`config.mk`:
```
export PLATFORM = sky130hd
export DESIGN_NAME = axi_read_slave
export DESIGN_NICKNAME = d
export VERILOG_FILES = /design/src/rtl/axi_read_slave.sv
export SDC_FILE = /design/constraint.sdc
export NUM_CORES = 2
export LEC_CHECK = 0
export CAP_MARGIN = 20
export CORE_MARGIN = 8
export CORE_UTILIZATION = 40
export DETAILED_ROUTE_END_ITERATION = 8
export PLACE_DENSITY = 0.63
export REMOVE_ABC_BUFFERS = 1
export SLEW_MARGIN = 30
export SYNTH_ARGS = -nofsm -noshare
export SYNTH_HDL_FRONTEND = slang
export SYNTH_SLANG_ARGS = --single-unit
```
`constraint.sdc`:
```
create_clock -name ACLK -period 12.8 [get_ports ACLK]
set_clock_uncertainty 0.05 [all_clocks]
set_input_delay 1.92 -clock ACLK [delete_from_list [all_inputs] [get_ports ACLK]]
set_output_delay 1.92 -clock ACLK [all_outputs]
set_load 0.01 [all_outputs]
```
`src/rtl/axi_read_slave.sv`:
```
// AXI read responder: 2-entry AR queue feeding an R-channel FSM that serves FIXED/INCR/WRAP
// bursts from a backdoor-loaded word memory. Define AXI_RS_DECERR_EN for per-beat DECERR past the memory end.
module axi_read_slave #(
  parameter int BusWidth = 32,
  parameter int tagbits  = 1,
  parameter int MemWords = 64
) (
  input  logic                        ACLK,
  input  logic                        ARESETn,
  input  logic [tagbits-1:0]          ARID,
  input  logic [BusWidth-1:0]         ARADDR,
  input  logic [3:0]                  ARLEN,
  input  logic [1:0]                  ARSIZE,
  input  logic [1:0]                  ARBURST,
  input  logic [1:0]                  ARLOCK,
  input  logic [3:0]                  ARCACHE,
  input  logic [2:0]                  ARPROT,
  input  logic                        ARVALID,
  output logic                        ARREADY,
  output logic [tagbits-1:0]          RID,
  output logic [BusWidth-1:0]         RDATA,
  output logic [1:0]                  RRESP,
  output logic                        RLAST,
  output logic                        RVALID,
  input  logic                        RREADY,
  input  logic                        mem_we,
  input  logic [$clog2(MemWords)-1:0] mem_waddr,
  input  logic [BusWidth-1:0]         mem_wdata
);

  localparam int AW = $clog2(MemWords);
  localparam logic [BusWidth-1:0] ONE = 1;
  localparam logic [1:0] FIXED = 2'b00, WRAP = 2'b10;
  localparam logic [1:0] OKAY = 2'b00, SLVERR = 2'b10, DECERR = 2'b11;

  typedef struct packed {
    logic [tagbits-1:0]  id;
    logic [BusWidth-1:0] addr;
    logic [3:0]          len;
    logic [1:0]          size;
    logic [1:0]          burst;
  } req_t;

  typedef enum logic {IDLE, BEAT} state_t;

  function automatic logic slverr(input req_t r);
    logic bad_wrap;
    bad_wrap = (r.burst == WRAP) &&
               (!(r.len inside {4'd1, 4'd3, 4'd7, 4'd15}) || ((r.addr & ((ONE << r.size) - ONE)) != '0));
    return (r.size == 2'b11) || (r.burst == 2'b11) || bad_wrap;
  endfunction

  function automatic logic [BusWidth-1:0] next_addr(input logic [BusWidth-1:0] a, input logic [1:0] sz,
                                                    input logic [1:0] bt, input logic [3:0] ln);
    logic [BusWidth-1:0] step, mask, res;
    step = ONE << sz;
    mask = ((BusWidth'(ln) + ONE) << sz) - ONE;
    case (bt)
      FIXED:   res = a;
      WRAP:    res = (a & ~mask) | ((a + step) & mask);
      default: res = a + step;
    endcase
    return res;
  endfunction

  logic unused_sideband;
  assign unused_sideband = ^{ARLOCK, ARCACHE, ARPROT};

  // Request queue
  req_t       q [2];
  logic       wr_ptr, rd_ptr, push, pop;
  logic [1:0] count, count_next;
  req_t       head;
  logic       head_err;

  assign push       = ARVALID && ARREADY;
  assign count_next = count + {1'b0, push} - {1'b0, pop};
  assign head       = q[rd_ptr];
  assign head_err   = slverr(head);

  // NOTE: sequential state uses non-blocking (<=) so every register samples pre-edge values.
  always_ff @(posedge ACLK or negedge ARESETn) begin
    if (!ARESETn) begin
      wr_ptr  <= 1'b0;
      rd_ptr  <= 1'b0;
      count   <= 2'd0;
      ARREADY <= 1'b0;
    end else begin
      if (push) wr_ptr <= ~wr_ptr;
      if (pop)  rd_ptr <= ~rd_ptr;
      count   <= count_next;
      ARREADY <= (count_next < 2'd2);
    end
  end

  // NOTE: storage arrays carry no reset; validity is tracked by count/state, and memory must survive reset.
  always_ff @(posedge ACLK) begin
    if (push) q[wr_ptr] <= '{id: ARID, addr: ARADDR, len: ARLEN, size: ARSIZE, burst: ARBURST};
  end

  logic [BusWidth-1:0] mem [MemWords];

  always_ff @(posedge ACLK) begin
    if (mem_we) mem[mem_waddr] <= mem_wdata;
  end

  // Burst registers describe the beat currently on (or about to go on) the R channel.
  state_t              state, state_next;
  logic [BusWidth-1:0] addr, addr_adv;
  logic [3:0]          beats_left, len;
  logic [tagbits-1:0]  id;
  logic [1:0]          size, burst;
  logic                err;
  logic                load, step_en, present, from_head, drop;

  assign addr_adv = next_addr(addr, size, burst, len);

  always_ff @(posedge ACLK or negedge ARESETn) begin
    if (!ARESETn) state <= IDLE;
    else          state <= state_next;
  end

  // NOTE: every always_comb output gets a default first so no path can infer a latch.
  always_comb begin
    state_next = state;
    pop        = 1'b0;
    load       = 1'b0;
    step_en    = 1'b0;
    present    = 1'b0;
    from_head  = 1'b0;
    drop       = 1'b0;
    case (state)
      IDLE: if (count != 2'd0) begin
        pop        = 1'b1;
        load       = 1'b1;
        state_next = BEAT;
      end
      BEAT: begin
        if (!RVALID) begin
          present = 1'b1;
        end else if (RREADY) begin
          if (beats_left != 4'd0) begin
            step_en = 1'b1;
            present = 1'b1;
          end else if (count != 2'd0) begin
            pop       = 1'b1;
            load      = 1'b1;
            present   = 1'b1;
            from_head = 1'b1;
          end else begin
            drop       = 1'b1;
            state_next = IDLE;
          end
        end
      end
      default: state_next = IDLE;
    endcase
  end

  // Next beat source: fresh head on a back-to-back pop, advanced address, or the loaded start.
  logic [BusWidth-1:0] src_addr, src_data;
  logic [3:0]          src_left;
  logic                src_err, src_oor;
  logic [tagbits-1:0]  src_id;
  logic [1:0]          src_resp;
  logic                unused_addr_bits;

  always_comb begin
    src_addr = addr;
    src_left = beats_left;
    src_err  = err;
    src_id   = id;
    if (from_head) begin
      src_addr = head.addr;
      src_left = head.len;
      src_err  = head_err;
      src_id   = head.id;
    end else if (step_en) begin
      src_addr = addr_adv;
      src_left = beats_left - 4'd1;
    end
  end

`ifdef AXI_RS_DECERR_EN
  assign src_oor = (src_addr >= BusWidth'(MemWords * 4));
`else
  assign src_oor = 1'b0;
`endif

  assign unused_addr_bits = ^{src_addr[BusWidth-1:AW+2], src_addr[1:0]};
  assign src_resp = src_err ? SLVERR : (src_oor ? DECERR : OKAY);
  assign src_data = (src_resp == OKAY) ? mem[src_addr[AW+1:2]] : '0;

  always_ff @(posedge ACLK or negedge ARESETn) begin
    if (!ARESETn) begin
      addr       <= '0;
      beats_left <= '0;
      len        <= '0;
      id         <= '0;
      size       <= '0;
      burst      <= '0;
      err        <= 1'b0;
      RVALID     <= 1'b0;
      RLAST      <= 1'b0;
      RID        <= '0;
      RDATA      <= '0;
      RRESP      <= OKAY;
    end else begin
      if (load) begin
        addr       <= head.addr;
        beats_left <= head.len;
        len        <= head.len;
        id         <= head.id;
        size       <= head.size;
        burst      <= head.burst;
        err        <= head_err;
      end else if (step_en) begin
        addr       <= addr_adv;
        beats_left <= beats_left - 4'd1;
      end
      if (present) begin
        RVALID <= 1'b1;
        RID    <= src_id;
        RDATA  <= src_data;
        RRESP  <= src_resp;
        RLAST  <= (src_left == 4'd0);
      end else if (drop) begin
        RVALID <= 1'b0;
        RLAST  <= 1'b0;
      end
    end
  end

endmodule
```
==> results.md <==
- Post-CTS sizing: 0
- CP Data Required Time: 13.46 ns
- Yosys top cell by area: edfxtp_1
- Largest net degree at the start of global routing: 187
- Rows: 173
- H-tree Lvls: 4
- RSZ-0062 raised after global routing: no
- Xor/xnor share of the synthesized area: 0.156%
- Period utilization: 57.6%
- Placer Congestion: 0.820
- CP Cell Sequence: clkdlybuf4s50_1, and3_1, nand2_1, or3_1, o2111ai_4, a31oi_4, buf_4, nor2_4, buf_12, buf_12, buf_16, nand3_1, a311o_1, a32oi_1, o2111ai_1
- Worst slew margin: 25.3%
- Synth warnings: 0
- Sequential group share of total power: 28.0%
- WHS Path Cells: 1
- Share of layout cells above drive strength 1: 10.6%
- First-pass DRT Iterations: 5
- Fmax: 136 MHz
- Power Internal: 16.1 mW
- Power per cell area: 287 nW/um2
- Clock transition at the registers of the reported paths: 0.06 ns
- Initial antenna violation count: 18
- Post-DP HPWL: 130000 um
- Crit path largest cell delay: 0.81 ns
- Crit start category: input pin
- Max Cap Violations: 0
- Io pins: 131
- Die ar.: 238000 um2
- Worst-skew pair later-pin latency: 0.83 ns
- Final setup viols: 0
- Synth Instances: 6192
- Post-synthesis simple-gate area fraction: 9.11%
- Critical path class: input pin to flip-flop
- Compound-cell area share of the yosys netlist: 8.35%
- DRT Wirelength: 250000 um
- CTS Buf Count: 203
- Initial cell density of the core: 40.1%
- EDFF count, synth: 2082
- DRC viols: 0
- Worst setup EP type: flip-flop
- Top cells by area, synth: edfxtp_1 (70%), mux2i_1 (6.9%), nand2_1 (3.8%)
- CORE AREA: 222000 um2
- VDD IR max: 0.385 mV
- Post-CTS setup buffer count: 0
- Worst hold path startpoint: wr_ptr$_DFFE_PN0P_
- Via/cell ratio: 5.87
- Minimum clock period: 7.37 ns
- Hold-fix buffers, CTS: 0
- Chip Height: 488 um
- Hold Path Class: flip-flop to flip-flop
- Largest family of logic cells by synthesized area: simple AND/OR/NAND/NOR gates
- CTS max path bufs: 3
- Synth top area share: 70.3%
- Synth Flop Type: edfxtp_1
- R2r setup slk: 6.01 ns
- Clk network pwr share: 20.5%
- Fillers: 19200
- Slew @ Worst Pin: 1.12 ns
- Mux cell area share after synthesis: 7.85%
- P_leak: 33.6 nW
- Post-synthesis adder-cell area fraction: 0.163%
- Vias: 54900
- RR Startpoint: len[0]$_DFFE_PN0N_
- Multi-input combinational cell area: 23500 um2
- Die Wd: 488 um
- First-pass GRT wire length: 361000 um
- Setup TNS: 0 ns
- Combinational share of power: 51.5%
- Flops & latches, synth: 2146
- Number of port buffers: 96
- Worst Hold Path EP: wr_ptr$_DFFE_PN0P_
- Final Max Slew Viols: 0
- GRT Overall Usage: 20.3%
- Area Overhead vs Synth: 12.5%
- Worst-path maximum fanout: 150
- Initial DRC count: 6173
- Final nets: 6309
- Final hold vios: 0
- Worst r2r dst: RDATA[26]$_DFFE_PN0P_
- Status: complete, no violations
- Post-synth ARST share: 2.98%
- Switching power: 12.6 mW
- CP arrival: 8.03 ns
- CTS tree: yes
- Number of global-route vias before repair: 53000
- Sequential cell area: 64100 um2
- Switching Fraction: 43.9%
- WL/cell: 26.7 um
- Synthesized area: 89000 um2
- Register area share after synthesis: 72.1%
- Routed Antenna Nets: 0
- Syn_area_per_cell: 14.4 um2
- R2R cell count: 16
- Grt total ovfl: 0
- Crit-path most repeated cell: buf_12
- Slowest CP cell: o2111ai_4
- Root Buffer: clkbuf_16
- Layout Utilization: 45.2%
- Clock Sinks: 2146
- Synth unique cells: 95
-- worst max-delay path by stage --
stage | end | from | slack [ns]
global route | RDATA[26]$_DFFE_PN0P_ | RREADY | 5.25
CTS | RDATA[26]$_DFFE_PN0P_ | RREADY | 5.60
floorplan | RDATA[30]$_DFFE_PN0P_ | RREADY | -26.96
global placement | RDATA[28]$_DFFE_PN0P_ | RREADY | 4.85
detailed placement | RDATA[26]$_DFFE_PN0P_ | RREADY | 4.74
finish | RDATA[26]$_DFFE_PN0P_ | RREADY | 5.43
-- cells in the mapped netlist (5+ instances only) --
cell type / count
edfxtp_1: 2082
nand2_1: 907
mux2i_1: 610
nand3_1: 413
clkbuf_1: 235
a211oi_1: 207
nor2_1: 206
a31oi_1: 178
a21oi_1: 151
buf_2: 141
o21ai_0: 127
and2_1: 106
a221o_1: 73
mux2_2: 65
dfrtp_1: 64
and3_1: 63
a22oi_1: 56
o22ai_1: 49
buf_1: 40
nor3_1: 37
a41oi_1: 25
o32a_1: 23
inv_1: 22
buf_4: 19
a31o_1: 18
a31o_2: 18
or3_1: 18
a221oi_1: 16
a32oi_1: 15
nor2b_1: 15
o211ai_1: 14
ha_1: 10
nand4_1: 10
o2111ai_1: 9
xnor2_1: 9
a311oi_1: 8
a32o_1: 8
nand2b_1: 8
a311o_1: 7
buf_6: 6
nor3b_1: 6
a211o_1: 5
mux4_2: 5
xor2_1: 5
-- sequential cells by signal, indices dropped and copies added, names as in the netlist, named ones only --
name        flops
len             4
beats_left      4
err             1
mem          2048
RLAST           1
rd_ptr          1
size            2
wr_ptr          1
q              34
RVALID          1
count           2
RDATA          32
RRESP           1
RID             1
ARREADY         1
addr            6
burst           2
state           1
id              1
-- cell families (layout without fill, tap and decap cells) --
group                      after synthesis  after routing
xor gates and xnor gates                15             15
muxes                                  682            682
adders and majority gates               11             11
buffers and inverters                  465            647
other                                    1             10
and+or+nand+nor                       1820           1820
DFF                                   2146           2146
AOI/OAI and AO/OA                     1052           1052
-- placed cells by master, fill, tap and decap left out, types with 67 or more instances in the layout --
master	netlist	layout
nor2_4	0	67
buf_4	19	147
edfxtp_1	2082	2082
clkbuf_16	0	206
nand2_1	907	902
and2_1	106	106
nand3_1	413	412
a31oi_1	178	177
mux2i_1	610	608
a221o_1	73	73
o21ai_0	127	127
a211oi_1	207	207
a21oi_1	151	148
nor2_1	206	142
-- cell type report --
class,instances,area share (%)
tap,2975,3.72
timing repair buffer,249,2.13
inverter,24,0.0900
clock inverter,118,1.06
antenna,9,0.0225
clock buffer,256,5.44
sequential,2146,64.1
multi-input combinational,3581,23.5
-- power by group through the flow --
stage          combinational [mW]  clock (mW)  sequential [mW]
6_report                     14.8        5.90             8.06
3_5_place_dp                 14.6           0             8.20
3_3_place_gp                 14.4           0             8.20
2_1_floorplan                8.67           0             8.15
5_1_grt                      15.8        6.23             8.07
4_1_cts                      14.6        5.96             8.06
-- stage by stage --
step | instances | instance area (um2) | setup WS, ns | hold WS [ns] | power, mW
after global placement | 8971 | 93400 | 4.85 | 0.428 | 22.6
after floorplan | 5751 | 87000 | -26.96 | 0.411 | 16.8
after detailed placement | 8973 | 93500 | 4.74 | 0.430 | 22.8
after global routing | 9353 | 100000 | 5.25 | 0.477 | 30.1
after CTS | 9347 | 100000 | 5.60 | 0.442 | 28.7
final | 9358 | 100000 | 5.43 | 0.444 | 28.8
-- critical path: cells and delay by family --
kind,cells,cell delay (ns)
compound gates,5,2.06
simple gates,5,1.56
buf+inv,5,2.11
-- metal layers --
layer	part of all wire, %	GRT usage (%)	vias to the layer above
li1	-	-	23900
met2	47	33.1	2599
met5	0.0052	0	-
met4	2.8	5.79	2
met1	41	28.0	28000
met3	9.0	3.68	388
No activity file was read; power rests on OpenSTA's default activity.
